==> config.mk <==
export PLATFORM = sky130hd
export DESIGN_NAME = axi_reg_config_loader
export DESIGN_NICKNAME = d
export VERILOG_FILES = /design/src/rtl/axi_reg_config_loader.sv
export SDC_FILE = /design/constraint.sdc
export NUM_CORES = 1
export LEC_CHECK = 0
export CAP_MARGIN = 20
export CORE_MARGIN = 2
export CORE_UTILIZATION = 35
export DETAILED_ROUTE_END_ITERATION = 10
export REMOVE_ABC_BUFFERS = 1
export SYNTH_ARGS = -nofsm -noshare
export SYNTH_HDL_FRONTEND = slang
export SYNTH_SLANG_ARGS = --single-unit
==> constraint.sdc <==
create_clock -name S_AXI_ACLK -period 4 [get_ports S_AXI_ACLK]
set_input_delay 0.6 -clock S_AXI_ACLK [delete_from_list [all_inputs] [get_ports S_AXI_ACLK]]
set_output_delay 0.6 -clock S_AXI_ACLK [all_outputs]
set_load 0.01 [all_outputs]
==> src/rtl/axi_reg_config_loader.sv <==
// Polls the AXI-Lite control register, then loads, validates and latches image geometry onto cfg_*.
// Optional macro FRAME_COUNTER_EN adds a frame_done counter reported through register 5.
module axi_reg_config_loader #(
  parameter int C_S_AXI_DATA_WIDTH = 32,
  parameter int POLL_INTERVAL      = 16,
  parameter int MAX_DIM            = 4096
) (
  input  logic                          S_AXI_ACLK,
  input  logic                          S_AXI_ARESETN,
  output logic [1:0]                    register_operation,
  output logic [7:0]                    register_number,
  output logic [C_S_AXI_DATA_WIDTH-1:0] register_write,
  input  logic [C_S_AXI_DATA_WIDTH-1:0] register_read,
  input  logic                          frame_done,
  output logic [15:0]                   cfg_width,
  output logic [15:0]                   cfg_height,
  output logic [C_S_AXI_DATA_WIDTH-1:0] cfg_threshold,
  output logic                          cfg_valid,
  output logic                          cfg_error,
  output logic                          busy
);
  localparam int          DW           = C_S_AXI_DATA_WIDTH;
  localparam logic [15:0] LP_POLL_LAST = 16'(POLL_INTERVAL - 1);
  localparam logic [16:0] LP_MAX_DIM   = 17'(MAX_DIM);

  typedef enum logic [3:0] {
    S_IDLE, S_RD_CTRL, S_RD_W, S_RD_H, S_RD_T, S_CHECK, S_WR_STATUS, S_WR_CTRL, S_WR_FCNT
  } state_t;

  state_t        r_state, w_next;
  logic [1:0]    r_phase;
  logic [15:0]   r_poll;
  logic [DW-1:0] r_ctrl, r_w, r_h, r_t;
  logic          r_ok;
  logic          w_ok, w_last, w_access, w_fpend;
  logic [DW-1:0] w_fcnt_data;

`ifdef FRAME_COUNTER_EN
  logic [31:0] r_fcnt, r_fsnap, w_fcnt_nxt;
  logic        r_fpend;

  assign w_fcnt_nxt  = r_fcnt + {31'd0, frame_done};
  assign w_fpend     = r_fpend;
  assign w_fcnt_data = DW'(r_fsnap);

  // Snapshot includes a pulse landing on the launch edge, so the flag can be cleared there.
  always_ff @(posedge S_AXI_ACLK) begin
    if (!S_AXI_ARESETN) begin
      r_fcnt  <= '0;
      r_fsnap <= '0;
      r_fpend <= 1'b0;
    end else begin
      r_fcnt <= w_fcnt_nxt;
      if (r_state == S_IDLE && w_next == S_WR_FCNT) begin
        r_fpend <= 1'b0;
        r_fsnap <= w_fcnt_nxt;
      end else if (frame_done) begin
        r_fpend <= 1'b1;
      end
    end
  end
`else
  logic w_unused_frame_done;
  assign w_unused_frame_done = frame_done;
  assign w_fpend             = 1'b0;
  assign w_fcnt_data         = '0;
`endif

  always_comb begin
    w_access = !(r_state inside {S_IDLE, S_CHECK});
    w_last   = (r_phase == 2'd2);
    w_ok     = (r_w[DW-1:16] == '0) && (r_h[DW-1:16] == '0) &&
               (r_w[15:0] != '0) && (r_h[15:0] != '0) &&
               ({1'b0, r_w[15:0]} <= LP_MAX_DIM) && ({1'b0, r_h[15:0]} <= LP_MAX_DIM);
  end

  always_comb begin
    w_next = r_state;
    case (r_state)
      S_IDLE:      if (w_fpend) w_next = S_WR_FCNT;
                   else if (r_poll == LP_POLL_LAST) w_next = S_RD_CTRL;
      S_RD_CTRL:   if (w_last) w_next = r_ctrl[0] ? S_RD_W : S_IDLE;
      S_RD_W:      if (w_last) w_next = S_RD_H;
      S_RD_H:      if (w_last) w_next = S_RD_T;
      S_RD_T:      if (w_last) w_next = S_CHECK;
      S_CHECK:     w_next = S_WR_STATUS;
      S_WR_STATUS: if (w_last) w_next = S_WR_CTRL;
      S_WR_CTRL:   if (w_last) w_next = S_IDLE;
      S_WR_FCNT:   if (w_last) w_next = S_IDLE;
      default:     w_next = S_IDLE;
    endcase
  end

  // Validation result is registered on entry to CHECK so cfg_valid and cfg_* are visible during CHECK.
  always_ff @(posedge S_AXI_ACLK) begin
    if (!S_AXI_ARESETN) begin
      r_state       <= S_IDLE;
      r_phase       <= '0;
      r_poll        <= '0;
      r_ctrl        <= '0;
      r_w           <= '0;
      r_h           <= '0;
      r_t           <= '0;
      r_ok          <= 1'b0;
      cfg_width     <= '0;
      cfg_height    <= '0;
      cfg_threshold <= '0;
      cfg_valid     <= 1'b0;
      cfg_error     <= 1'b0;
    end else begin
      r_state   <= w_next;
      r_phase   <= (w_access && w_next == r_state) ? r_phase + 2'd1 : '0;
      r_poll    <= (r_state == S_IDLE && w_next == S_IDLE) ? r_poll + 16'd1 : '0;
      cfg_valid <= 1'b0;
      if (r_phase == 2'd1) begin
        case (r_state)
          S_RD_CTRL: r_ctrl <= register_read;
          S_RD_W:    r_w    <= register_read;
          S_RD_H:    r_h    <= register_read;
          S_RD_T:    r_t    <= register_read;
          default:   ;
        endcase
      end
      if (r_state == S_RD_T && w_last) begin
        r_ok <= w_ok;
        if (w_ok) begin
          cfg_width     <= r_w[15:0];
          cfg_height    <= r_h[15:0];
          cfg_threshold <= r_t;
          cfg_valid     <= 1'b1;
          cfg_error     <= 1'b0;
        end else begin
          cfg_error <= 1'b1;
        end
      end
    end
  end

  always_comb begin
    register_operation = 2'd0;
    register_number    = '0;
    register_write     = '0;
    if (w_access) begin
      case (r_phase)
        2'd0:    register_operation = (r_state inside {S_WR_STATUS, S_WR_CTRL, S_WR_FCNT}) ? 2'd2 : 2'd1;
        2'd2:    register_operation = 2'd3;
        default: register_operation = 2'd0;
      endcase
    end
    case (r_state)
      S_RD_W:      register_number = 8'd1;
      S_RD_H:      register_number = 8'd2;
      S_RD_T:      register_number = 8'd3;
      S_WR_STATUS: begin
        register_number     = 8'd4;
        register_write[1:0] = {~r_ok, r_ok};
      end
      S_WR_CTRL:   register_write = {r_ctrl[DW-1:1], 1'b0};
      S_WR_FCNT:   begin
        register_number = 8'd5;
        register_write  = w_fcnt_data;
      end
      default:     ;
    endcase
    busy = (r_state != S_IDLE);
  end
endmodule
==> metrics.md <==
| Metric | Value |
|---|---|
| Max Clock Freq | `277 MHz` |
| Synth unique cells | `between 40 and 50` |
| P per Cell Area | `between 400 and 500 nW/µm²` |
| R2r startpoint | `r_state[1]` |
| Final Max Tran Viols | `0` |
| Critical path peak fanout | `22` |
| Port bufs | `about 140` |
| Max VDD drop | `about 0.0002 V` |
| GR Overflow Total | `0` |
| Hold-fix buffers, CTS | `0` |
| DRT Pass-1 Iters | `5` |
| Vias in the first global route | `between 7000 and 8000` |
| Crit. Startpoint | `r_state[2]` |
| Final Hold Fails | `0` |
| Layout area overhead | `28.0%` |
| Drt wl/cell | `between 15 and 20 µm` |
| Latest clock arrival within the worst-skew pair | `~520 ps` |
| Ant diodes | `0` |
| Resized cells post-CTS | `0` |
| Placed Area | `~10000 µm²` |
| Vias | `7761` |
| Fin nets | `~1200` |
| Clock sinks | `~220` |
| RSZ-0062 raised after global routing | `no` |
| Initial DRC count | `between 400 and 500` |
| Core Area | `around 25000 µm²` |
| Synth Register Bits | `between 200 and 250` |
| Critical path arrival | `approximately 3000 ps` |
| CTS root buf | `clkbuf_16` |
| Clock Path Buffers | `3` |
| Routed WL | `around 25000 µm` |
| Max Cap Viol | `0` |
| Synthesized cell area | `approximately 8800 µm²` |
| Die Y | `162 µm` |
| Sequential fraction of the synthesis area | `around half` |
| Row cnt | `58` |
| Hold crit path type | `reg2reg` |
| Worst-Margin Slew | `between 800 and 900 ps` |
| Worst setup SP type | `flop` |
| H-tree depth | `1` |
| Min-delay src | `r_poll[0]` |
| Slew margin rel. | `a little over two fifths` |
| EDFF count, synth | `0` |
| Period Utilization, post-route | `between 90% and 100%` |
| Gp weighted congestion | `just under 0.8` |
| Share of layout cells above drive strength 1 | `roughly 7.9%` |
| Crit path time final | `around 3600 ps` |
| Asr flop ratio synth | `0%` |
| CTS Buf Count | `25` |
| Initial antenna violation count | `0` |
| Synth warn | `0` |
| Setup Crit Path Kind | `reg2out` |
| Req. time, crit path | `about 3400 ps` |
| Syn_area_per_cell | `between 8 and 9 µm²` |
| Via-per-instance ratio | `approximately 5` |
| Tot GR Track Use | `a little under a fifth` |
| CTS tree | `done` |
| Most used flip-flop cell after synthesis | `dfxtp_1` |
| Final setup fails | `0` |
| Pin count of the biggest net entering global routing | `about 120` |
| Layout Skew | `roughly 11 ps` |
| Horiz. Die Dim | `about 160 µm` |
| Setup slack after layout | `393 ps` |
| # IOs | `144` |
| Global-route wire length before repair | `39800 µm` |
| Die Area | `~26000 µm²` |
| Pre-CTS setup slack | `roughly 900 ps` |
| Setup crit end kind | `output port` |
| Post-CTS Setup Bufs | `0` |
| Clock transition at path regs | `60 ps` |
| Status | `completed` |
| DRT antenna net count | `0` |
| DRC viols | `0` |
| Initial core utilization | `between 30% and 40%` |
| Post-Synthesis Cells | `about 1100` |
| DP Wirelength | `roughly 15000 µm` |
| Final Cell Area | `11300 µm²` |
| Leakage power | `roughly 3.6 nW` |
==> synthesized netlist by cell type (13+ instances only) <==
cell type    n  share of area [%]
o31ai_1     38                3.2
clkbuf_1    77                3.3
and3_1      13               0.93
nand4_1     64                4.6
nor4_1      17                1.2
nand3_1     13               0.74
dfxtp_1    217                 49
a21oi_1    197                 11
nor2_1      30                1.3
and2_1      32                2.3
o31ai_2     20                2.8
nand2_1    266                 11
==> critical path, stage by stage (launching register included) <==
cell             delay (ps)
dfxtp_1                 590
nor2b_1                 370
and3_1                  460
buf_4                   350
and2_1                  170
clkdlybuf4s50_1         540
==> cell families after synthesis <==
group | count (synthesis) | share of synthesized area, %
fa+ha+maj | 4 | 0.569
buf+inv | 110 | 5.34
other cells | 1 | 0.0427
compound gates | 267 | 18.4
mux | 5 | 0.598
flops | 217 | 49.4
xor+xnor | 15 | 1.49
simple gates | 457 | 24.2
==> power breakdown <==
part | internal (mW) | total [mW] | switching (mW)
logic | 0.0358 | 0.100 | 0.0645
registers | 2.16 | 2.17 | 0.00179
clock network | 1.49 | 2.39 | 0.897
total | 3.69 | 4.66 | 0.964
==> registers in the layout, summed over array words and instances (netlist names), 4 cells and up <==
signal and cells:
cfg_height 16, cfg_threshold 32, cfg_width 16, r_ctrl 32, r_h 32, r_poll 16
r_state 4, r_t 32, r_w 32
==> through the flow <==
| stage | cells | hold WS [ps] | total power, mW | TNS, ps | utilization (%) |
|---|---|---|---|---|---|
| 2_1_floorplan | 979 | 417 | 2.24 | -2110 | - |
| 3_3_place_gp | 1468 | 430 | 2.32 | 0 | 41.7 |
| 3_5_place_dp | 1468 | 439 | 2.31 | 0 | 41.7 |
| 4_1_cts | 1512 | 450 | 4.72 | 0 | 45.2 |
| 5_1_grt | 1512 | 468 | 4.81 | 0 | 45.2 |
| 6_report | 1512 | 443 | 4.66 | 0 | 45.2 |
==> routing by layer <==
layer	vias up	global-route usage [%]	wire, µm
met1	3662	25.0	11300
met5	-	0	0
met2	164	30.6	11500
li1	3905	-	-
met3	30	3.62	1330
met4	0	4.22	453
==> area by class of cell <==
cell class / count / area, µm²
inverters: 9 / 38.8
well taps: 330 / 413
clock inverters: 10 / 156
flip-flops and latches: 217 / 4340
multi-input cells: 753 / 4040
repair buffers: 159 / 1550
fillers: 2446 / 13600
clock buffers: 34 / 709
==> worst paths after layout <==
kind,slack (ps),end,cells past startpoint
worst max register to register,930,cfg_threshold[0],6
worst max-delay path,390,register_write[30],5
worst min-delay path,440,r_poll[0],1
worst min register to register,440,r_poll[0],1
==> placed cells by master (no fill, tap or decap), types with 3 or more instances in the layout <==
cell type / synthesis / layout
nand2_1: 266 / 266
dfxtp_1: 217 / 217
a21oi_1: 197 / 197
clkdlybuf4s50_1: 0 / 137
nand4_1: 64 / 64
o31ai_1: 38 / 38
and2_1: 32 / 32
nor2_1: 30 / 30
clkbuf_16: 0 / 25
buf_4: 5 / 21
o31ai_2: 20 / 20
nor4_1: 17 / 17
and3_1: 13 / 13
nand3_1: 13 / 13
xor2_1: 9 / 9
inv_1: 9 / 8
nor3_1: 9 / 6
xnor2_1: 6 / 6
conb_1: 1 / 5
clkbuf_8: 0 / 5
or4_1: 4 / 4
ha_1: 4 / 4
clkbuf_1: 77 / 4
bufinv_16: 0 / 4
clkinv_2: 0 / 4
a211oi_1: 3 / 3
nor3_2: 1 / 3
Note: power is estimated with default switching activity, not from simulation.
